==> config.mk <==
export PLATFORM = sky130hd
export DESIGN_NAME = fetch_queue
export DESIGN_NICKNAME = d
export VERILOG_FILES = /design/src/rtl/riscv_pkg.sv /design/src/rtl/fq_storage.sv /design/src/rtl/fetch_queue.sv
export SDC_FILE = /design/constraint.sdc
export NUM_CORES = 1
export LEC_CHECK = 0
export ABC_CLOCK_PERIOD_IN_PS = 8100
export BUFFER_PORTS_ARGS = -buffer_cell sky130_fd_sc_hd__buf_4
export CORE_ASPECT_RATIO = 1.5
export CORE_UTILIZATION = 52
export CTS_BUF_LIST = sky130_fd_sc_hd__clkbuf_16
export CTS_CLUSTER_DIAMETER = 100
export DETAILED_ROUTE_END_ITERATION = 16
export PLACE_DENSITY = 0.79
export REMOVE_ABC_BUFFERS = 1
export SYNTH_ARGS = -nofsm -noshare
export SYNTH_HDL_FRONTEND = slang
export SYNTH_SLANG_ARGS = --single-unit
==> constraint.sdc <==
create_clock -name clk_i -period 8.1 [get_ports clk_i]
set_input_delay 1.215 -clock clk_i [delete_from_list [all_inputs] [get_ports clk_i]]
set_output_delay 1.215 -clock clk_i [all_outputs]
set_load 0.02 [all_outputs]
==> src/rtl/riscv_pkg.sv <==
// Shared fetch-path definitions.
//   XLEN           : pc / instruction width
//   NOP_INSTR      : addi x0,x0,0, presented to decode when nothing is valid
//   DISCARD_CYCLES : responses dropped after a flush (imem latency)
//   fetch_entry_t  : one buffered {pc, instr} pair
//   occ_state_t    : queue occupancy class
package riscv_pkg;
  localparam int XLEN = 32;
  localparam logic [XLEN-1:0] NOP_INSTR = 32'h0000_0013;
  localparam int DISCARD_CYCLES = 1;

  typedef struct packed {
    logic [XLEN-1:0] pc;
    logic [XLEN-1:0] instr;
  } fetch_entry_t;

  typedef enum logic [1:0] {
    OCC_EMPTY   = 2'd0,
    OCC_PARTIAL = 2'd1,
    OCC_FULL    = 2'd2
  } occ_state_t;
endpackage

==> src/rtl/fq_storage.sv <==
// DEPTH-entry register file for the fetch queue.
//   clk_i   : clock, rising edge
//   we_i    : write enable
//   waddr_i : write index
//   wdata_i : entry to write
//   raddr_i : read index (asynchronous read)
//   rdata_o : entry at raddr_i
// Storage is deliberately not reset; validity is tracked by the owner.
module fq_storage
  import riscv_pkg::*;
#(
  parameter int DEPTH = 2,
  parameter int PW    = $clog2(DEPTH)
) (
  input  logic          clk_i,
  input  logic          we_i,
  input  logic [PW-1:0] waddr_i,
  input  fetch_entry_t  wdata_i,
  input  logic [PW-1:0] raddr_i,
  output fetch_entry_t  rdata_o
);
  fetch_entry_t mem_q [DEPTH];

  always_ff @(posedge clk_i) begin
    if (we_i) mem_q[waddr_i] <= wdata_i;
  end

  assign rdata_o = mem_q[raddr_i];
endmodule

==> src/rtl/fetch_queue.sv <==
// Instruction fetch queue between imem and the IF/ID register.
//   clk_i, rst_i        : clock (rising), async active-high reset
//   flush_i             : branch|jump flush; empties queue, opens discard window
//   fetch_valid_i/pc/instr, fetch_ready_o : imem response side
//   dec_valid_o/pc/instr, dec_ready_i     : decode side, first-word fall-through
//   count_o             : occupancy
module fetch_queue
  import riscv_pkg::*;
#(
  parameter int DEPTH = 2,
  parameter int PW    = $clog2(DEPTH),
  parameter int CW    = $clog2(DEPTH) + 1
) (
  input  logic            clk_i,
  input  logic            rst_i,
  input  logic            flush_i,
  input  logic            fetch_valid_i,
  input  logic [XLEN-1:0] fetch_pc_i,
  input  logic [XLEN-1:0] fetch_instr_i,
  output logic            fetch_ready_o,
  output logic            dec_valid_o,
  output logic [XLEN-1:0] dec_pc_o,
  output logic [XLEN-1:0] dec_instr_o,
  input  logic            dec_ready_i,
  output logic [CW-1:0]   count_o
);
  logic [PW-1:0] wr_ptr_q, wr_ptr_d;
  logic [PW-1:0] rd_ptr_q, rd_ptr_d;
  logic [CW-1:0] count_q, count_d;
  logic          discard_q, discard_d;
  occ_state_t    occ_q, occ_d;
  fetch_entry_t  wr_entry, rd_entry;
  logic          push, pop;

  // Ready is from registered occupancy only: no pass-through when full.
  assign fetch_ready_o = (count_q != CW'(DEPTH));
  assign dec_valid_o   = (occ_q != OCC_EMPTY);

  // Responses arriving in the discard window belong to the flushed path.
  assign push = fetch_valid_i & fetch_ready_o & ~flush_i & ~discard_q;
  assign pop  = dec_valid_o & dec_ready_i & ~flush_i;

  assign wr_entry.pc    = fetch_pc_i;
  assign wr_entry.instr = fetch_instr_i;

  fq_storage #(.DEPTH(DEPTH), .PW(PW)) u_storage (
    .clk_i   (clk_i),
    .we_i    (push),
    .waddr_i (wr_ptr_q),
    .wdata_i (wr_entry),
    .raddr_i (rd_ptr_q),
    .rdata_o (rd_entry)
  );

  assign dec_pc_o    = dec_valid_o ? rd_entry.pc    : '0;
  assign dec_instr_o = dec_valid_o ? rd_entry.instr : NOP_INSTR;
  assign count_o     = count_q;

  // Pointer / count / discard next state.
  always_comb begin
    wr_ptr_d  = wr_ptr_q;
    rd_ptr_d  = rd_ptr_q;
    count_d   = count_q;
    discard_d = 1'b0;
    if (flush_i) begin
      wr_ptr_d  = '0;
      rd_ptr_d  = '0;
      count_d   = '0;
      discard_d = (DISCARD_CYCLES != 0);
    end else begin
      if (push) wr_ptr_d = wr_ptr_q + PW'(1);
      if (pop)  rd_ptr_d = rd_ptr_q + PW'(1);
      if (push && !pop)      count_d = count_q + CW'(1);
      else if (pop && !push) count_d = count_q - CW'(1);
    end
  end

  // Occupancy class moves by one step per cycle, or straight to EMPTY on flush.
  always_comb begin
    occ_d = occ_q;
    if (flush_i) begin
      occ_d = OCC_EMPTY;
    end else begin
      case (occ_q)
        OCC_EMPTY:   if (push) occ_d = (DEPTH == 1) ? OCC_FULL : OCC_PARTIAL;
        OCC_PARTIAL: begin
          if (push && !pop && count_q == CW'(DEPTH - 1)) occ_d = OCC_FULL;
          else if (pop && !push && count_q == CW'(1))    occ_d = OCC_EMPTY;
        end
        OCC_FULL:    if (pop) occ_d = (DEPTH == 1) ? OCC_EMPTY : OCC_PARTIAL;
        default:     occ_d = OCC_EMPTY;
      endcase
    end
  end

  always_ff @(posedge clk_i or posedge rst_i) begin
    if (rst_i) begin
      wr_ptr_q  <= '0;
      rd_ptr_q  <= '0;
      count_q   <= '0;
      discard_q <= 1'b0;
      occ_q     <= OCC_EMPTY;
    end else begin
      wr_ptr_q  <= wr_ptr_d;
      rd_ptr_q  <= rd_ptr_d;
      count_q   <= count_d;
      discard_q <= discard_d;
      occ_q     <= occ_d;
    end
  end
endmodule

==> metrics.csv <==
stage;metric;value;unit
flow_run;Max Cap Viol;0;
global_routing;initial antenna violation count;0;
floorplan;Core ar.;0.00969;sq mm
placement;dpl ws;5010;ps
sta;RSZ-0062 raised after global routing;no;
critical_path;CP Capture Type;primary output;
yosys;Mapped Area;0.00520;sq mm
hold_path;HP Class;flip-flop to flip-flop;
critical_path;Critical Path AT;2270;ps
sta;fin crit period;3480;ps
sta;worst setup margin;4620;ps
power_and_ir_drop;Pleak;2.60;nW
global_routing;gr usage total;20.5;%
global_routing;grt ovf;0;
floorplan;DIE WIDTH;83.7;um
yosys;Synth Flop Type;edfxtp_1;
floorplan;row count;44;
global_routing;first-pass GRT wire length;15900;um
yosys;Post-synth EDFFs;128;
yosys;register area share after synthesis;77.3;%
floorplan;die height;124;um
clock_tree;clk buf depth;2;
power_and_ir_drop;Sequential Power Share;46.3;%
sta;actual slew at the worst max-slew pin;1150;ps
power_and_ir_drop;switching share of power;21.2;%
placement;Port Buffers;136;
clock_tree;clock slew at reported path FFs;50;ps
route;initial DRC count;148;
sta;fin. max-slew vios;0;
route;DR vias;3062;
power_and_ir_drop;Power Density;250;mW/mm^2
sta;max_slew headroom;23.3;%
route;DRC;0;
route;WL final;10100;um
clock_tree;CTS tree;built;
clock_tree;htree depth;4;
global_routing;vias in the first global route;3278;
status;outcome;complete, no violations;
placement;gp weighted congestion;0.733;
yosys;fraction of registers with async set or reset after synthesis;5.19;%
layout;layout cells sized above 1;37.8;%
sta;Hold Vio Cnt, Final;0;
yosys;Ys Warns;0;
route;routed vias/inst;5.27;
power_and_ir_drop;Logic pwr share;9.0;%
clock_tree;Worst-Skew Late Latency;410;ps
power_and_ir_drop;Internal;1.37;mW
clock_tree;cts-stage hold buffer count;0;
clock_tree;CTS buffer count;17;
sta;Max Freq;287;MHz
yosys;Synth Register Bits;135;
route;drt wl/cell;17.3;um
placement;detailed-placement wirelength estimate;6350;um
yosys;post-synthesis cell count;310;
sta;Setup-failing EPs final;0;
sta;setup TNS;0;ps
layout;diode count;0;
clock_tree;post-cts sizing count;0;
sta;Tcrit/Tclk final;43.0;%
layout;Area growth syn-to-layout;33.6;%
yosys;Cell variety after synth;28;
power_and_ir_drop;highest ir drop seen on vdd;188;uV
sta;Setup Skew;5.64;ps
power_and_ir_drop;net switching power;0.368;mW
clock_tree;Post-CTS Setup Bufs;0;
critical_path;CP startpoint kind;flip-flop;
floorplan;Initial Util;53.7;%
floorplan;die footprint;0.0104;sq mm
critical_path;Max FO, Critical Path;33;
floorplan;Boundary Pins;137;
critical_path;Required @ worst endpoint;6880;ps
clock_tree;clk sinks;135;
layout;Layout Nets;525;
critical_path;Crit Path Category;flip-flop to primary output;
clock_tree;CTS Root Cell;clkbuf_16;
route;Antenna Nets Post-Route;0;
global_routing;maximum number of pins on one net before global-route repair;66;
power_and_ir_drop;clock share of power;44.7;%
route;TritonRoute pass-1 iters;4;
yosys;syn avg cell area;16.8;sq um
synth_stat cells, types with 2 or more instances:
master    number  area share (%)
edfxtp_1     128              74
mux2i_1       64              12
nor2_1        64             4.6
buf_2          7            0.67
clkbuf_1       7            0.51
dfrtp_1        7             3.4
inv_1          5            0.36
a211oi_1       3            0.43
nand2_1        3            0.22
a21oi_1        2            0.19
ha_1           2            0.48
xnor2_1        2            0.34
layout by cell type (no fill, tap or decap), drive strengths merged, types with 3 or more instances in the layout:
cell type	synthesis	final
a211oi	3	3
buf	7	139
nand2	3	3
nor2	65	65
clkbuf	7	17
dfrtp	7	7
clkinv	0	8
edfxtp	128	128
mux2i	64	64
inv	6	6
bufinv	0	4
worst max-delay path: stages, from the launching register on:
cell,delay [ps]
dfrtp_1,460
nor2_4,620
buf_4,450
nor2_1,130
buf_4,180
power by group through the flow:
stage / Sequential [mW] / Clock [mW] / Combinational [mW]
after detailed placement: 0.818 / 0 / 0.158
after CTS: 0.804 / 0.790 / 0.158
after global placement: 0.817 / 0 / 0.153
after global routing: 0.806 / 0.823 / 0.168
after floorplan: 0.817 / 0 / 0.0821
final: 0.804 / 0.778 / 0.157
cell families (layout without fill, tap and decap cells):
kind of cell / Yosys count / in the layout / synth area share [%]
and+or+nand+nor: 75 / 75 / 6.16
DFF: 135 / 135 / 77.3
AOI/OAI and AO/OA: 9 / 9 / 1.20
adders and majority gates: 2 / 2 / 0.481
muxes: 66 / 66 / 12.8
xor gates and xnor gates: 3 / 3 / 0.505
buffers and inverters: 20 / 176 / 1.61
stage by stage:
stage | util [%] | instances | hold WS (ps) | power [mW] | cell area [sq um]
after detailed placement | 65.4 | 550 | 583 | 0.976 | 6340
after global placement | 65.4 | 550 | 560 | 0.970 | 6340
after global routing | 71.7 | 581 | 640 | 1.80 | 6950
after CTS | 71.7 | 581 | 600 | 1.75 | 6950
after floorplan | - | 296 | 515 | 0.899 | 5140
final | 71.7 | 581 | 595 | 1.74 | 6950
path summary, 6_finish.rpt:
| path | from | end | slack, ps | cells after the start |
|---|---|---|---|---|
| hold reg to reg | wr_ptr_q$_DFFE_PP0P_ | wr_ptr_q$_DFFE_PP0P_ | 600 | 2 |
| setup / recovery | occ_q[0]$_DFFE_PP0P_ | dec_pc_o[30] | 4620 | 4 |
| max in group asynchronous | rst_i | rd_ptr_q$_DFFE_PP0P_ | 7090 | 2 |
| hold / removal | wr_ptr_q$_DFFE_PP0P_ | wr_ptr_q$_DFFE_PP0P_ | 600 | 2 |
| min in group asynchronous | rst_i | count_o[0]$_DFFE_PP0P_ | 750 | 2 |
| setup reg to reg | count_o[0]$_DFFE_PP0P_ | u_storage.mem_q[0][30]$_DFFE_PP_ | 5600 | 5 |
final cells by class:
class	instances	area [sq um]
Clock buffer	17	425
Clock inverter	14	184
Fill cell	662	2740
Inverter	6	22.5
Multi-Input combinational cell	155	1110
Sequential cell	135	4020
Tap cell	115	144
Timing Repair Buffer	139	1040
layer usage:
layer	vias up	GRT usage [%]	routed length (um)	share of wire [%]
li1	1431	-	-	-
met1	1522	20.3	3500	35
met2	92	37.7	5900	59
met3	17	6.23	433	4.3
met4	0	10.6	233	2.3
met5	-	0	0	0
state kept, by name, summed over array words and instances (netlist names):
| name | flops |
|---|---|
| count_o | 2 |
| u_storage.mem_q | 128 |
| wr_ptr_q | 1 |
| occ_q | 2 |
| discard_q | 1 |
| rd_ptr_q | 1 |
No activity file was read; power rests on OpenSTA's default activity.
